<file path="src/rtl/dcr_pkg.sv">
// Shared defaults, window-size helper and FSM state type for the DC offset remover.
package dcr_pkg;
  localparam int DCR_DATA_WIDTH = 12;
  localparam int DCR_AVG_WINDOW = 1024;

  typedef enum logic {
    FILL = 1'b0,
    RUN  = 1'b1
  } dcr_state_e;

  // Exact log2 of a power-of-two window length.
  function automatic int log2_win(input int n);
    int r;
    r = 0;
    for (int i = 0; i < 31; i++)
      if ((1 << i) == n) r = i;
    return r;
  endfunction
endpackage

</file>
<file path="src/rtl/adc_edge_sync.sv">
// Brings the ADC clock into the clk domain and flags each rising edge with a one-cycle strobe.
module adc_edge_sync (
  input  logic clk,
  input  logic rst_n,
  input  logic adc_clk,
  output logic strobe
);
  logic s1, s2, s3;

  always_ff @(posedge clk or negedge rst_n) begin
    if (!rst_n) begin
      s1 <= 1'b0;
      s2 <= 1'b0;
      s3 <= 1'b0;
    end else begin
      s1 <= adc_clk;
      s2 <= s1;
      s3 <= s2;
    end
  end

  assign strobe = s2 & ~s3;
endmodule

</file>
<file path="src/rtl/dc_offset_remover.sv">
// Block-average DC offset removal for an unsigned ADC stream.
// Define DCR_SATURATE_EN to clamp the difference instead of wrapping it.
module dc_offset_remover
  import dcr_pkg::*;
#(
  parameter int DATA_WIDTH = DCR_DATA_WIDTH,
  parameter int AVG_WINDOW = DCR_AVG_WINDOW
) (
  input  logic                         clk,
  input  logic                         rst_n,
  input  logic                         adc_clk,
  input  logic [DATA_WIDTH-1:0]        data_in,
  input  logic                         clr,
  output logic signed [DATA_WIDTH-1:0] data_out,
  output logic                         out_vld,
  output logic                         en
);
  localparam int LOG2_WIN = log2_win(AVG_WINDOW);
  localparam int ACC_W    = DATA_WIDTH + LOG2_WIN;

  dcr_state_e            state, state_nxt;
  logic                  strobe, cap, win_close;
  logic [ACC_W-1:0]      acc, sum;
  logic [LOG2_WIN-1:0]   cnt;
  logic [DATA_WIDTH-1:0] mean, red, red_q;
  logic                  vld_q, run_q;

  adc_edge_sync u_sync (
    .clk    (clk),
    .rst_n  (rst_n),
    .adc_clk(adc_clk),
    .strobe (strobe)
  );

  assign cap       = strobe & ~clr;
  assign win_close = cap & (&cnt);
  assign sum       = acc + {{LOG2_WIN{1'b0}}, data_in};

`ifdef DCR_SATURATE_EN
  localparam logic signed [DATA_WIDTH:0] SAT_MAX = {2'b00, {(DATA_WIDTH-1){1'b1}}};
  localparam logic signed [DATA_WIDTH:0] SAT_MIN = {2'b11, {(DATA_WIDTH-1){1'b0}}};
  logic signed [DATA_WIDTH:0] diff;

  always_comb begin
    diff = $signed({1'b0, data_in}) - $signed({1'b0, mean});
    red  = diff[DATA_WIDTH-1:0];
    if (diff > SAT_MAX)      red = SAT_MAX[DATA_WIDTH-1:0];
    else if (diff < SAT_MIN) red = SAT_MIN[DATA_WIDTH-1:0];
  end
`else
  // Low bits of the (DATA_WIDTH+1)-bit difference are identical to a DATA_WIDTH-bit subtract.
  always_comb begin
    red = data_in - mean;
  end
`endif

  always_ff @(posedge clk or negedge rst_n) begin
    if (!rst_n) state <= FILL;
    else        state <= state_nxt;
  end

  always_comb begin
    state_nxt = state;
    if (clr)            state_nxt = FILL;
    else if (win_close) state_nxt = RUN;
  end

  always_ff @(posedge clk or negedge rst_n) begin
    if (!rst_n) begin
      acc      <= '0;
      cnt      <= '0;
      mean     <= '0;
      red_q    <= '0;
      run_q    <= 1'b0;
      vld_q    <= 1'b0;
      data_out <= '0;
      out_vld  <= 1'b0;
      en       <= 1'b0;
    end else if (clr) begin
      acc      <= '0;
      cnt      <= '0;
      mean     <= '0;
      red_q    <= '0;
      run_q    <= 1'b0;
      vld_q    <= 1'b0;
      data_out <= '0;
      out_vld  <= 1'b0;
      en       <= 1'b0;
    end else begin
      vld_q   <= cap;
      out_vld <= vld_q;
      if (cap) begin
        // Difference uses the mean in force before this sample, even on window close.
        red_q <= red;
        run_q <= (state == RUN);
        if (win_close) begin
          mean <= sum[ACC_W-1:LOG2_WIN];
          acc  <= '0;
          cnt  <= '0;
        end else begin
          acc  <= sum;
          cnt  <= cnt + 1'b1;
        end
      end
      if (vld_q) begin
        data_out <= run_q ? red_q : '0;
        en       <= run_q;
      end
    end
  end
endmodule

</file>
<file path="config.mk">
export PLATFORM = sky130hd
export DESIGN_NAME = dc_offset_remover
export DESIGN_NICKNAME = d
export VERILOG_FILES = /design/src/rtl/dcr_pkg.sv /design/src/rtl/adc_edge_sync.sv /design/src/rtl/dc_offset_remover.sv
export SDC_FILE = /design/constraint.sdc
export NUM_CORES = 1
export LEC_CHECK = 0
export ABC_CLOCK_PERIOD_IN_PS = 3150
export CAP_MARGIN = 5
export CORE_ASPECT_RATIO = 0.7
export CORE_UTILIZATION = 59
export DETAILED_ROUTE_END_ITERATION = 10
export PLACE_DENSITY_LB_ADDON = 0.3
export SLEW_MARGIN = 10
export SYNTH_ARGS = -nofsm -noshare
export SYNTH_HDL_FRONTEND = slang
export SYNTH_SLANG_ARGS = --single-unit
</file>
<file path="constraint.sdc">
create_clock -name clk -period 3.15 [get_ports clk]
set_input_delay 0.945 -clock clk [delete_from_list [all_inputs] [get_ports clk]]
set_output_delay 0.945 -clock clk [all_outputs]
set_load 0.05 [all_outputs]
</file>
==> flow_summary.yaml, run 1 <==
setup_path:
  path_class: "in2reg"
  critical_path_cell_count: 12
  cpMaxStageDelayCell: "clkdlybuf4s50_1"
  worstReg2RegStart: "acc[0]$_DFFE_PN0N_"
  rr_endpoint: "mean[6]$_DFFE_PN0P_"
  crit_chain: "clkdlybuf4s50_1, inv_1, fa_2, nand2b_4, a21oi_4, o21ai_2, a311oi_4, buf_6, nand3_2, buf_4, xor2_1, o21ai_1"
  cp_data_arrival_time_ns: 3.33
  startpoint_type: "input pin"
  rr_worst_depth: 12
  cp_top_family: "buffers and inverters"
  end_kind: "flip-flop"
  cpPeakStageDelay_ns: 0.48
  path_max_fanout: 8
  worstSetupEndpoint: "mean[6]$_DFFE_PN0P_"
  cp_num_buf_inv: 4
  crit_start: "data_in[1]"
  regToRegSetupSlack_ns: 0.69
  crit_required_ns: 3.41
sta:
  hold_viol_final: 0
  setup_viol: 0
  slew_viol_final: 0
  skew_ns: 0.0134
  fmax_ghz: 0.327
  slew_headroom_pct: 34.5
  rsz0062_at_grt: "no"
  worst_pin_slew_ns: 0.982
  period_minus_slack_ns: 3.06
  finalCritPeriodShare_pct: 97.2
synth:
  async_flop_share_pct: 100
  synthCells: 490
  yosysTopAreaCell: "dfrtp_1"
  yosysUniqueCellTypes: 52
  ys_warn_count: 0
  synthTopCellsByArea: "dfrtp_1, ha_1, nand3_1"
  yosysTopAreaCellShare_pct: 43.0
  netlist_area_um2: 4430
  seq_area_frac_synth_pct: 43.0
  syn_area_per_cell_um2: 9.03
  ys_ff_latch: 76
  mappedNetlistNets: 532
  synth_ff_type: "dfrtp_1"
  synth_most_common_cell: "dfrtp_1"
  synth_edf_count: 0
  synthTopCellsByCount: "dfrtp_1, nand2_1, nand3_1, a21oi_1, nor2_1"
final_layout:
  fin_util_pct: 74.7
  drive_gt1_share_pct: 16.3
  multi_input_area_um2: 2400
  seq_area_um2: 1900
  final_cells: 667
  final_nets: 606
  n_fill_cell: 542
  antennaDiodeCount: 0
  area_delta_synth_final_pct: 23.0
global_routing:
  grt_max_degree: 77
  grt_pass1_vias: 3785
  grt_pass1_wl_mm: 18.2
  grt.total_usage_pct: 30.0
  antenna_found_initial: 0
  globalRouteOverflowTotal: 0
floorplan:
  die_area_um2: 7860
  ios: 30
  rows: 26
  start_util_pct: 60.7
  coreArea_um2: 7290
  die_w_um: 106
  dieHeight_um: 74.5
power:
  cellPowerDensity_nw_per_um2: 399
  power_leakage_uw: 0.00241
  ir_worst_vdd_v: 0.000322
clocking:
  numCtsBuffers: 9
  clockBufferDepth: 2
  clock_latency_ns: 0.36
  clkTransAtPathRegs_ns: 0.08
  htreeDepth: 3
  cts_root_buf: "clkbuf_8"
  clock_sinks: 76
  hold_buffers: 0
  cts_tree: "done"
worst_hold_path:
  hp-class: "reg2reg"
routing:
  antenna_left: 0
  vias: 3987
  routed_via_density: 5.98
  routed_wl_mm: 11.3
  first_iter_violations: 341
  drc: 0
  first_pass_iters: 5
  wl_per_cell_um: 16.9
status:
  status: "complete, no violations"
place:
  dpl.hpwl_mm: 7.93
  io_buffers: 29
  dp_cells: 648
  gp_congestion: 0.865
job:
  max_cap_violations: 0
[cell usage in the layout (no fill, tap or decap), types with 3 or more instances in the layout]
| cell | count |
|---|---|
| nor3_1 | 16 |
| a211oi_1 | 4 |
| nand2_1 | 46 |
| a31oi_1 | 4 |
| o211ai_1 | 6 |
| nor2b_1 | 5 |
| a21o_1 | 4 |
| a21oi_1 | 31 |
| o31ai_1 | 3 |
| xnor2_1 | 13 |
| nand2b_1 | 20 |
| o21ai_0 | 26 |
| nor3b_1 | 3 |
| clkdlybuf4s50_1 | 27 |
| mux2i_1 | 5 |
| o21a_1 | 5 |
| nand4_1 | 5 |
| xor2_1 | 14 |
| or3_1 | 5 |
| inv_1 | 20 |
| o21ai_1 | 4 |
| nor2_1 | 34 |
| clkbuf_8 | 11 |
| ha_1 | 23 |
| and3_1 | 5 |
| dfrtp_1 | 76 |
| or4_1 | 6 |
| buf_4 | 58 |
| nand3_1 | 42 |
| a22o_1 | 6 |
[final cells by class]
class / count / share of cell area [%]
Multi-Input combinational cell: 370 / 44.2
Sequential cell: 76 / 34.9
Timing Repair Buffer: 87 / 13.4
Clock buffer: 11 / 2.78
Tap cell: 98 / 2.25
Inverter: 20 / 1.38
Clock inverter: 5 / 1.10
[repair_timing]
action,CTS,global route
buffers inserted,2,1
gates cloned,0,0
endpoints found under the setup margin,7,14
gates resized for setup,4,11
pin swaps,1,4
[per-stage QoR]
stage          setup TNS [ns]  hold slack [ns]  power (µW)  worst slack [ns]  instance area [µm²]
2_1_floorplan               0            0.331        1220             0.139                 4430
3_3_place_gp            -4.84            0.334        1370            -0.422                 5160
5_1_grt                     0            0.361        2240           0.00419                 5450
4_1_cts                     0            0.356        2160           0.00297                 5400
6_report                    0            0.351        2170            0.0876                 5450
3_5_place_dp            -6.20            0.337        1380            -0.509                 5160
[worst reg2reg max path, stage by stage (launching register included)]
cell and delay [ns]:
dfrtp_1 0.36, ha_2 0.18, inv_1 0.05, fa_2 0.33, nand2b_4 0.16, a21oi_4 0.17
o21ai_2 0.11, a311oi_4 0.31, buf_6 0.18, nand3_2 0.09, buf_4 0.17, xor2_1 0.13
o21ai_1 0.14
[sequential cells by signal, summed over array words and instances, names as in the netlist]
register	flops
data_out	12
vld_q	1
out_vld	1
en	1
u_sync.s1	1
u_sync.s2	1
u_sync.s3	1
state	1
cnt	10
run_q	1
mean	12
red_q	12
acc	22
[per-layer routing]
layer	up-vias	track usage [%]	share of wire [%]
met5	-	0	0
met1	1960	41.2	44
met2	119	49.0	48
met4	0	10.3	1.7
met3	20	5.26	6.3
li1	1888	-	-
[cell families (layout without fill, tap and decap cells)]
logic type               Yosys count  count (layout)  synth area share, %
AO/OA/AOI/OAI                    113             113                 16.4
XOR/XNOR                          27              27                 5.34
adder cells (fa/ha/maj)           26              26                 7.69
buffers and inverters             44             123                 3.79
flip-flops                        76              76                 43.0
multiplexers                       5               5                 1.13
AND/OR/NAND/NOR                  199             199                 22.7
[where the power goes]
group          switching [µW]  leakage [µW]  internal (µW)
sequential               17.4       0.00104            999
combinational             202       0.00126            163
clock                     379      0.000106            411
[worst min-delay path by stage]
stage / startpoint / endpoint / slack (ns) / cells after the start
5_1_grt: u_sync.s1$_DFF_PN0_ / u_sync.s2$_DFF_PN0_ / 0.36 / 0
4_1_cts: u_sync.s1$_DFF_PN0_ / u_sync.s2$_DFF_PN0_ / 0.36 / 0
6_report: u_sync.s1$_DFF_PN0_ / u_sync.s2$_DFF_PN0_ / 0.35 / 0
3_3_place_gp: u_sync.s1$_DFF_PN0_ / u_sync.s2$_DFF_PN0_ / 0.33 / 0
3_5_place_dp: u_sync.s1$_DFF_PN0_ / u_sync.s2$_DFF_PN0_ / 0.34 / 0
2_1_floorplan: u_sync.s1$_DFF_PN0_ / u_sync.s2$_DFF_PN0_ / 0.33 / 0
Power figures use the tool's default switching activity.
==> run 2: changes to the inputs <==
--- a/config.mk
+++ b/config.mk
@@ -10,7 +10,9 @@
 export CORE_ASPECT_RATIO = 0.7
 export CORE_UTILIZATION = 59
 export DETAILED_ROUTE_END_ITERATION = 10
+export MAX_ROUTING_LAYER = met4
 export PLACE_DENSITY_LB_ADDON = 0.3
+export SKIP_LAST_GASP = 1
 export SLEW_MARGIN = 10
 export SYNTH_ARGS = -nofsm -noshare
 export SYNTH_HDL_FRONTEND = slang
==> run 2 against run 1 <==
  * Via count down 0.63%
  * Largest cell class unchanged
  * Routed wire length down 0.11%
  * Final area unchanged
  * Clock power about the same
  * Register-to-register slack about the same
  * Worst hold slack better by 0.0020 ns
  * Setup slack better by 0.0057 ns
  * Non-clock buffer count unchanged
  * Highest routed layer unchanged
  * Sequential power about the same
  * Combinational power about the same
  * Maximum frequency up 0.19%
  * Cell count unchanged
==> flow_summary.yaml, run 2 (synthesized netlist as in run 1, its figures left out) <==
sta:
  slew_viol_final: 0
  finalCritPeriodShare_pct: 97.0
  hold_viol_final: 0
  rsz0062_at_grt: "no"
  fmax_ghz: 0.327
  slew_headroom_pct: 34.2
  period_minus_slack_ns: 3.06
  setup_viol: 0
  worst_pin_slew_ns: 0.988
  skew_ns: 0.0122
  totalNegativeSetupSlack_ns: 0
final_layout:
  regMostFlops: "acc"
  final_nets: 606
  fin_util_pct: 74.7
  n_fill_cell: 542
  largest_reg_flops: 22
  final_common_cell: "dfrtp_1"
  drive_gt1_share_pct: 16.3
  antennaDiodeCount: 0
  area_delta_synth_final_pct: 23.0
  final_cell_mix: "dfrtp_1, buf_4, nand2_1"
clocking:
  clock_latency_ns: 0.36
  cts_tree: "done"
  clkTransAtPathRegs_ns: 0.08
  clock_sinks: 76
  hold_buffers: 0
  cts_root_buf: "clkbuf_8"
  clockBufferDepth: 2
  numCtsBuffers: 9
  htreeDepth: 3
power:
  cellPowerDensity_nw_per_um2: 399
  power.total_uw: 2170
  power_leakage_uw: 0.00241
  ir_worst_vdd_v: 0.000323
global_routing:
  grt.total_usage_pct: 31.0
  grt_max_degree: 77
  grt_pass1_wl_mm: 18.1
  grt_pass1_vias: 3792
  globalRouteOverflowTotal: 0
  antenna_found_initial: 0
setup_path:
  cpMaxStageDelayCell: "clkdlybuf4s50_1"
  cp_data_arrival_time_ns: 3.34
  path_max_fanout: 8
  cp_top_family: "buffers and inverters"
  regToRegSetupSlack_ns: 0.69
  worstReg2RegStart: "acc[0]$_DFFE_PN0N_"
  crit_required_ns: 3.43
  crit_start: "data_in[1]"
  crit_chain: "clkdlybuf4s50_1, inv_1, fa_2, nand2b_4, a21oi_4, o21ai_2, a311oi_4, buf_6, nand3_2, or3_1, nand3_1"
  startpoint_type: "input pin"
  end_kind: "flip-flop"
  cp_num_buf_inv: 3
  critical_path_cell_count: 11
  rr_endpoint: "acc[16]$_DFFE_PN0N_"
  worstSetupEndpoint: "acc[16]$_DFFE_PN0N_"
  cpPeakStageDelay_ns: 0.48
  rr_worst_depth: 11
  path_class: "in2reg"
place:
  gp_congestion: 0.879
  dpl.hpwl_mm: 7.93
  io_buffers: 29
routing:
  routed_via_density: 5.94
  antenna_left: 0
  first_pass_iters: 4
  vias: 3962
  wl_per_cell_um: 16.9
  routed_wl_mm: 11.3
  first_iter_violations: 258
  drc: 0
floorplan:
  die_area_um2: 7860
  start_util_pct: 60.7
  dieHeight_um: 74.5
  ios: 30
  coreArea_um2: 7290
  rows: 26
  die_w_um: 106
worst_hold_path:
  hp-class: "reg2reg"
status:
  status: "complete, no violations"
job:
  max_cap_violations: 0
## run 2: cell counts in the layout (fill, tap and decap cells not counted)
Identical to the previous run, type by type.
## run 2: cell type report
class | instances | area [µm²] | area share [%]
Sequential cell | 76 | 1900 | 34.9
Multi-Input combinational cell | 370 | 2400 | 44.2
Tap cell | 98 | 123 | 2.25
Inverter | 20 | 75.1 | 1.38
Timing Repair Buffer | 87 | 729 | 13.4
Clock inverter | 5 | 60.1 | 1.10
Clock buffer | 11 | 151 | 2.78
## run 2: per-stage QoR
stage | hold slack, ns | area, µm² | cells | setup slack, ns
after floorplan | 0.331 | 4430 | 490 | 0.139
after global placement | 0.334 | 5160 | 648 | -0.422
after detailed placement | 0.337 | 5160 | 648 | -0.509
after CTS | 0.356 | 5400 | 666 | 0.00297
after global routing | 0.361 | 5450 | 667 | 0.00419
final | 0.353 | 5450 | 667 | 0.0933
## run 2: power breakdown
| part | total (µW) | internal, µW | leakage (µW) | switching, µW |
|---|---|---|---|---|
| Clock | 790 | 411 | 0.000106 | 380 |
| Sequential | 1020 | 999 | 0.00104 | 17.4 |
| Combinational | 365 | 163 | 0.00126 | 202 |
## run 2: per-layer routing
metal  share of wire (%)  vias up  track usage, %
li1                    -     1886               -
met1                  45     1960            40.9
met2                  47       98            49.3
met3                 5.7       18            5.26
met4                 1.6        0            10.3
met5                   0        -               -
## run 2: worst min-delay path by stage
stage,from,endpoint,slack (ns),cells after the start
finish,u_sync.s1$_DFF_PN0_,u_sync.s2$_DFF_PN0_,0.35,0
global placement,u_sync.s1$_DFF_PN0_,u_sync.s2$_DFF_PN0_,0.33,0
CTS,u_sync.s1$_DFF_PN0_,u_sync.s2$_DFF_PN0_,0.36,0
floorplan,u_sync.s1$_DFF_PN0_,u_sync.s2$_DFF_PN0_,0.33,0
detailed placement,u_sync.s1$_DFF_PN0_,u_sync.s2$_DFF_PN0_,0.34,0
global route,u_sync.s1$_DFF_PN0_,u_sync.s2$_DFF_PN0_,0.36,0
## run 2: what timing repair did
item / in CTS / in global routing
gates resized for setup: 4 / 11
setup buffers: 2 / 1
gates cloned: 0 / 0
pin swaps: 1 / 4
setup endpoints to repair: 7 / 14
